`src/rtl/mem_stage_sram_ctrl_pkg.sv`:
```
// mem_stage_sram_ctrl_pkg: shared state encoding and sizing helpers for the MEM-stage SRAM controllers
package mem_stage_sram_ctrl_pkg;
  typedef enum logic [1:0] {IDLE, BEAT, DONE} state_t;
  function automatic int idx_w(input int n);
    return n > 1 ? $clog2(n) : 1;
  endfunction
  localparam int BEATS = 32 / 16;
  localparam int BEAT_IDX_W = idx_w(BEATS);
  localparam int TO_CNT_W = $clog2(15 + 1);
endpackage

```
`src/rtl/mem_stage_sram_ctrl_beat_counter.sv`:
```
// mem_stage_sram_ctrl_beat_counter: beat index and per-beat ack timeout counter
module mem_stage_sram_ctrl_beat_counter
  import mem_stage_sram_ctrl_pkg::*;
#(
  parameter int BEATS_N = 2,
  parameter int TIMEOUT_CYCLES = 15
) (
  input  logic                       clk,
  input  logic                       rst,
  input  logic                       clear,
  input  logic                       inc,
  input  logic                       tick,
  output logic [idx_w(BEATS_N)-1:0]  beat,
  output logic                       last,
  output logic                       to_term
);
  localparam int IDX_W = idx_w(BEATS_N);
  localparam int CNT_W = $clog2(TIMEOUT_CYCLES + 1);
  logic [IDX_W-1:0] beat_q, beat_d;
  logic [CNT_W-1:0] to_q, to_d;
  always_comb begin
    beat_d = clear ? '0 : inc ? beat_q + 1'b1 : beat_q;
    to_d = (clear | inc) ? '0 : tick ? to_q + 1'b1 : to_q;
  end
  always_ff @(posedge clk) begin
    if (rst) begin
      beat_q <= '0;
      to_q <= '0;
    end else begin
      beat_q <= beat_d;
      to_q <= to_d;
    end
  end
  assign beat = beat_q;
  assign last = beat_q == IDX_W'(BEATS_N - 1);
  assign to_term = to_q == CNT_W'(TIMEOUT_CYCLES - 1);
endmodule

```
`src/rtl/mem_stage_sram_ctrl.sv`:
```
// mem_stage_sram_ctrl: splits pipeline word loads/stores into narrow SRAM beats, freezing the pipeline meanwhile
module mem_stage_sram_ctrl
  import mem_stage_sram_ctrl_pkg::*;
#(
  parameter int DATA_WIDTH = 32,
  parameter int BUS_WIDTH = 16,
  parameter int ADDR_WIDTH = 18,
  parameter int MEM_BASE = 1024,
  parameter int TIMEOUT_CYCLES = 15
) (
  input  logic                  clk,
  input  logic                  reset,
  input  logic                  i_Sig_Memory_Read_Enable,
  input  logic                  i_Sig_Memory_Write_Enable,
  input  logic [DATA_WIDTH-1:0] i_Address,
  input  logic [DATA_WIDTH-1:0] i_Write_Data,
  output logic                  o_Freeze,
  output logic                  o_Ready,
  output logic [DATA_WIDTH-1:0] o_Read_Data,
  output logic                  o_Error,
  output logic [ADDR_WIDTH-1:0] o_Sram_Address,
  output logic [BUS_WIDTH-1:0]  o_Sram_Write_Data,
  output logic                  o_Sram_Read_Enable,
  output logic                  o_Sram_Write_Enable,
  input  logic [BUS_WIDTH-1:0]  i_Sram_Read_Data,
  input  logic                  i_Sram_Ack
);
  localparam int BEATS_N = DATA_WIDTH / BUS_WIDTH;
  localparam int IDX_W = idx_w(BEATS_N);
  localparam int SH = $clog2(DATA_WIDTH / 8);
  state_t state_q, state_d;
  logic [DATA_WIDTH-1:0] addr_q, addr_d, wdata_q, wdata_d, asm_q, asm_d, rd_q, rd_d;
  logic re_q, re_d, we_q, we_d, err_q, err_d;
  logic [IDX_W-1:0] beat;
  logic last, to_term, act, hs, wait_tick, req;
  assign req = i_Sig_Memory_Read_Enable | i_Sig_Memory_Write_Enable;
  assign act = re_q | we_q;
  assign hs = act & i_Sram_Ack;
  assign wait_tick = act & ~i_Sram_Ack;
  mem_stage_sram_ctrl_beat_counter #(
    .BEATS_N(BEATS_N),
    .TIMEOUT_CYCLES(TIMEOUT_CYCLES)
  ) u_cnt (
    .clk(clk),
    .rst(reset),
    .clear(state_q == IDLE),
    .inc(hs),
    .tick(wait_tick),
    .beat(beat),
    .last(last),
    .to_term(to_term)
  );
  always_comb begin
    state_d = state_q;
    addr_d = addr_q;
    wdata_d = wdata_q;
    asm_d = asm_q;
    rd_d = rd_q;
    re_d = re_q;
    we_d = we_q;
    err_d = err_q;
    case (state_q)
      IDLE: if (req) begin
        state_d = BEAT;
        addr_d = i_Address;
        wdata_d = i_Write_Data;
        we_d = i_Sig_Memory_Write_Enable;
        re_d = ~i_Sig_Memory_Write_Enable;
      end
      BEAT: begin
        if (hs & re_q) asm_d[beat*BUS_WIDTH +: BUS_WIDTH] = i_Sram_Read_Data;
        // finish on last acked beat or on timeout; a timed-out load returns zero
        if ((hs & last) | (wait_tick & to_term)) begin
          state_d = DONE;
          re_d = 1'b0;
          we_d = 1'b0;
          err_d = err_q | ~hs;
          if (re_q) rd_d = hs ? asm_d : '0;
        end
      end
      default: state_d = IDLE;
    endcase
  end
  always_ff @(posedge clk) begin
    if (reset) begin
      state_q <= IDLE;
      addr_q <= '0;
      wdata_q <= '0;
      asm_q <= '0;
      rd_q <= '0;
      re_q <= 1'b0;
      we_q <= 1'b0;
      err_q <= 1'b0;
    end else begin
      state_q <= state_d;
      addr_q <= addr_d;
      wdata_q <= wdata_d;
      asm_q <= asm_d;
      rd_q <= rd_d;
      re_q <= re_d;
      we_q <= we_d;
      err_q <= err_d;
    end
  end
  assign o_Freeze = ~reset & (state_q == IDLE ? req : state_q == BEAT);
  assign o_Ready = state_q == DONE;
  assign o_Read_Data = rd_q;
  assign o_Error = err_q;
  assign o_Sram_Read_Enable = re_q;
  assign o_Sram_Write_Enable = we_q;
  assign o_Sram_Address = act ? ADDR_WIDTH'(((addr_q - DATA_WIDTH'(MEM_BASE)) >> SH) * DATA_WIDTH'(BEATS_N) + DATA_WIDTH'(beat)) : '0;
  assign o_Sram_Write_Data = we_q ? wdata_q[beat*BUS_WIDTH +: BUS_WIDTH] : '0;
endmodule

```
`config.mk`:
```
export PLATFORM = sky130hd
export DESIGN_NAME = mem_stage_sram_ctrl
export DESIGN_NICKNAME = d
export VERILOG_FILES = /design/src/rtl/mem_stage_sram_ctrl_pkg.sv /design/src/rtl/mem_stage_sram_ctrl_beat_counter.sv /design/src/rtl/mem_stage_sram_ctrl.sv
export SDC_FILE = /design/constraint.sdc
export NUM_CORES = 1
export LEC_CHECK = 0
export BUFFER_PORTS_ARGS = -buffer_cell sky130_fd_sc_hd__buf_4
export CORE_ASPECT_RATIO = 1.5
export CORE_MARGIN = 1
export CORE_UTILIZATION = 39
export DETAILED_ROUTE_END_ITERATION = 10
export HOLD_SLACK_MARGIN = 0.06
export PLACE_DENSITY = 0.74
export SLEW_MARGIN = 0
export SYNTH_ARGS = -nofsm -noshare
export SYNTH_HDL_FRONTEND = slang
export SYNTH_SLANG_ARGS = --single-unit
```
`constraint.sdc`:
```
create_clock -name clk -period 4.4 [get_ports clk]
set_input_delay 0.22 -clock clk [delete_from_list [all_inputs] [get_ports clk]]
set_output_delay 0.22 -clock clk [all_outputs]
set_load 0.005 [all_outputs]
```
==> out/results.tsv <==
stage	metric	value	unit
timing	setup_tns	0	ps
worst_setup_path	reg2reg_to	o_Read_Data[3]$_SDFFE_PP0P_	
detailed_routing	wl	12.1	mm
pwr	powerDensity	367	nW/µm²
worst_setup_path	r2r_setup_slack	1960	ps
timing	slew_violations	0	
timing	tightest_slew	1280	ps
grt	grt_pass1_wl	19.8	mm
pwr	vdd_drop_max	214	µV
clocking	cts-resized-gates	0	
grt	grt_overflow	0	
timing	finalCritPeriodShare	60.9	%
grt	grt_usage	19.7	%
die	die_w	91.6	µm
synth	ys.flop_type	dfxtp_1	
finish	layout.nets	770	
die	die-area	12500	µm²
synth	yosysWarnings	0	
grt	busiest_layer	met2	
finish	drive_above_1_share	25.2	%
worst_setup_path	cp_data_required_time	4180	ps
synth	synth-seq-cells	107	
clocking	cts_sinks	107	
clocking	postCtsSetupBuffers	0	
worst_setup_path	worst_setup_path_start_kind	flop	
synth	syn_nets	668	
die	io_pins	156	
pwr	p_leak	0.00238	µW
grt	grtUsageMet2	34.3	%
clocking	clk_pin_slew	70	ps
die	rows	48	
synth	avgSynthCellArea	8.10	µm²
clocking	clk_latency	340	ps
synth	yosys.area.top_type_share	45.6	%
timing	relSlewSlack	14.4	%
worst_setup_path	path_cells	nor2_1 > or4_2 > nand2_1 > buf_4	
placement	portBuffers	140	
worst_setup_path	slowest_stage	dfxtp_1	
detailed_routing	vias_per_cell	5.32	
worst_setup_path	critical_path.endpoint	o_Sram_Address[15]	
clocking	ctsHoldBuffers	0	
timing	finalSetupViolations	0	
detailed_routing	drc_errors	0	
worst_setup_path	crit_path_max_fanout	21	
synth	synth_top_cell_by_area	dfxtp_1	
die	dieHeight	136	µm
worst_setup_path	crit_type	flop to output pin	
timing	fin_crit	2680	ps
synth	synth_cell_types	37	
grt	antenna_found_initial	0	
timing	clock.fmax	0.373	GHz
synth	yosysMostFrequentCell	dfxtp_1	
synth	async_reset_ff_share	0	%
grt	grt_pass1_vias	4094	
clocking	cts_tree	built	
detailed_routing	wl_per_cell	14.4	µm
detailed_routing	ant_nets	0	
detailed_routing	drt_pre_antenna_iters	6	
placement	routabilityCongestion	0.809	
finish	syn2layout_area_growth	30.4	%
grt	grtUsageMet1	23.5	%
clocking	h-tree-depth	3	
timing	rsz0062_at_grt	false	
worst_setup_path	crit_path_end_kind	output pin	
synth	ys_top_cells_by_area	dfxtp_1, a21oi_1, nand3_1	
status	outcome	finished clean	
timing	hold_viol	0	
worst_setup_path	r2r_cells	3	
synth	synthTopCellsByCount	dfxtp_1, a21oi_1, inv_1, nand3_1, o21ai_0	
finish	final_area	6130	µm²
detailed_routing	drt_iter0_markers	281	
timing	skew	3.23	ps
die	start_util	40.3	%
clocking	cts_buffer_depth	2	
synth	synth_edf_count	0	
synth	syn-cell-area	4700	µm²
worst_setup_path	r2r_start	u_cnt.beat$_SDFFE_PP0N_	
worst_setup_path	max_stage_delay	740	ps
job	cap_violations	0	
clocking	cts_made_buffers	9	
placement	dpl-instance-area	5780	µm²
die	core_area	11700	µm²
clocking	root_buffer	clkbuf_16	
synth	synth_cells	580	
detailed_routing	vias	4453	
synth	seq_area_frac_synth	45.6	%
placement	hpwlAfterDp	8.38	mm
worst_setup_path	crit_arrival	2460	ps
grt	grt_max_degree	81	
hold_path	min_path_type	input pin to flop	
worst_setup_path	crit_start	o_Sram_Write_Enable$_SDFFE_PP0P_	
grt	use_met3	3.75	%
finish	antenna_cells	0	
layer usage:
| layer | routed length (µm) | share of wire (%) |
|---|---|---|
| met2 | 6170 | 51 |
| met5 | 0 | 0 |
| met3 | 623 | 5.2 |
| met4 | 266 | 2.2 |
| met1 | 5030 | 42 |
per-stage QoR:
stage | total power, µW | hold WS [ps] | utilization (%) | std cells | worst slack, ps
final | 2250 | 118 | 52.6 | 837 | 1720
after global routing | 2350 | 112 | 52.6 | 837 | 1560
after CTS | 2270 | 106 | 52.6 | 837 | 1680
after detailed placement | 1350 | 442 | 49.6 | 821 | 1990
after global placement | 1340 | 434 | 49.6 | 821 | 2060
after floorplan | 1220 | 358 | - | 580 | 2650
cells by family (layout without fill, tap and decap cells):
group | Yosys count | in the layout | share of synthesized area [%]
adders and majority gates | 3 | 3 | 0.799
muxes | 16 | 16 | 3.41
buffers and inverters | 126 | 233 | 10.3
AOI/OAI and AO/OA | 184 | 184 | 22.6
xor gates and xnor gates | 4 | 4 | 0.745
and+or+nand+nor | 140 | 140 | 16.5
DFF | 107 | 107 | 45.6
worst min path at each step:
stage / slack (ps) / from / endpoint / depth (start not counted)
after global routing: 110 / i_Sram_Read_Data[0] / o_Read_Data[16]$_SDFFE_PP0P_ / 3
after CTS: 110 / i_Sram_Read_Data[1] / o_Read_Data[17]$_SDFFE_PP0P_ / 3
after global placement: 430 / asm_q[15]$_SDFFE_PP0P_ / o_Read_Data[15]$_SDFFE_PP0P_ / 2
after detailed placement: 440 / asm_q[1]$_SDFFE_PP0P_ / o_Read_Data[1]$_SDFFE_PP0P_ / 2
after floorplan: 360 / i_Sram_Read_Data[0] / o_Read_Data[16]$_SDFFE_PP0P_ / 2
final: 120 / i_Sram_Read_Data[1] / o_Read_Data[17]$_SDFFE_PP0P_ / 3
sequential cells by signal, summed over array words and instances (netlist names), 2 cells and up:
signal and cells:
o_Read_Data 32, asm_q 16, state_q 2, u_cnt.to_q 4
wdata_q 32, addr_q 17
cells in the final DEF (no fill, tap or decap), types with 3 or more instances in the layout:
master	Yosys	routed
inv_1	70	70
nor2_1	11	9
bufinv_16	0	3
or3_1	3	3
a21oi_1	75	75
nor2b_1	18	18
ha_1	3	3
and2_1	8	8
o32ai_1	31	31
o31ai_1	3	3
or4_1	5	5
nand2b_1	3	3
nand4b_1	3	3
nand3_1	68	68
nand2_1	8	8
buf_4	0	146
clkbuf_16	0	9
or2_2	3	3
o21ai_0	68	68
xnor2_1	4	4
mux2i_1	16	16
dfxtp_1	107	107
worst max-delay path, delay by kind of cell, from the launching register on:
family | cells | cell delay, ps
buffers and inverters | 1 | 110
DFF | 1 | 740
and+or+nand+nor | 3 | 1260
final cells by class:
type	instances	area, µm²
multi-input cells	347	2090
well taps	150	188
flip-flops and latches	107	2140
clock inverters	7	123
inverters	71	267
repair buffers	146	1100
fillers	1122	5520
clock buffers	9	225
power by group:
group	total, µW	internal [µW]	switching [µW]
registers	1040	1010	30.3
logic	291	136	154
clock network	919	560	359
total	2250	1700	544
(Power assumes the default switching activity.)
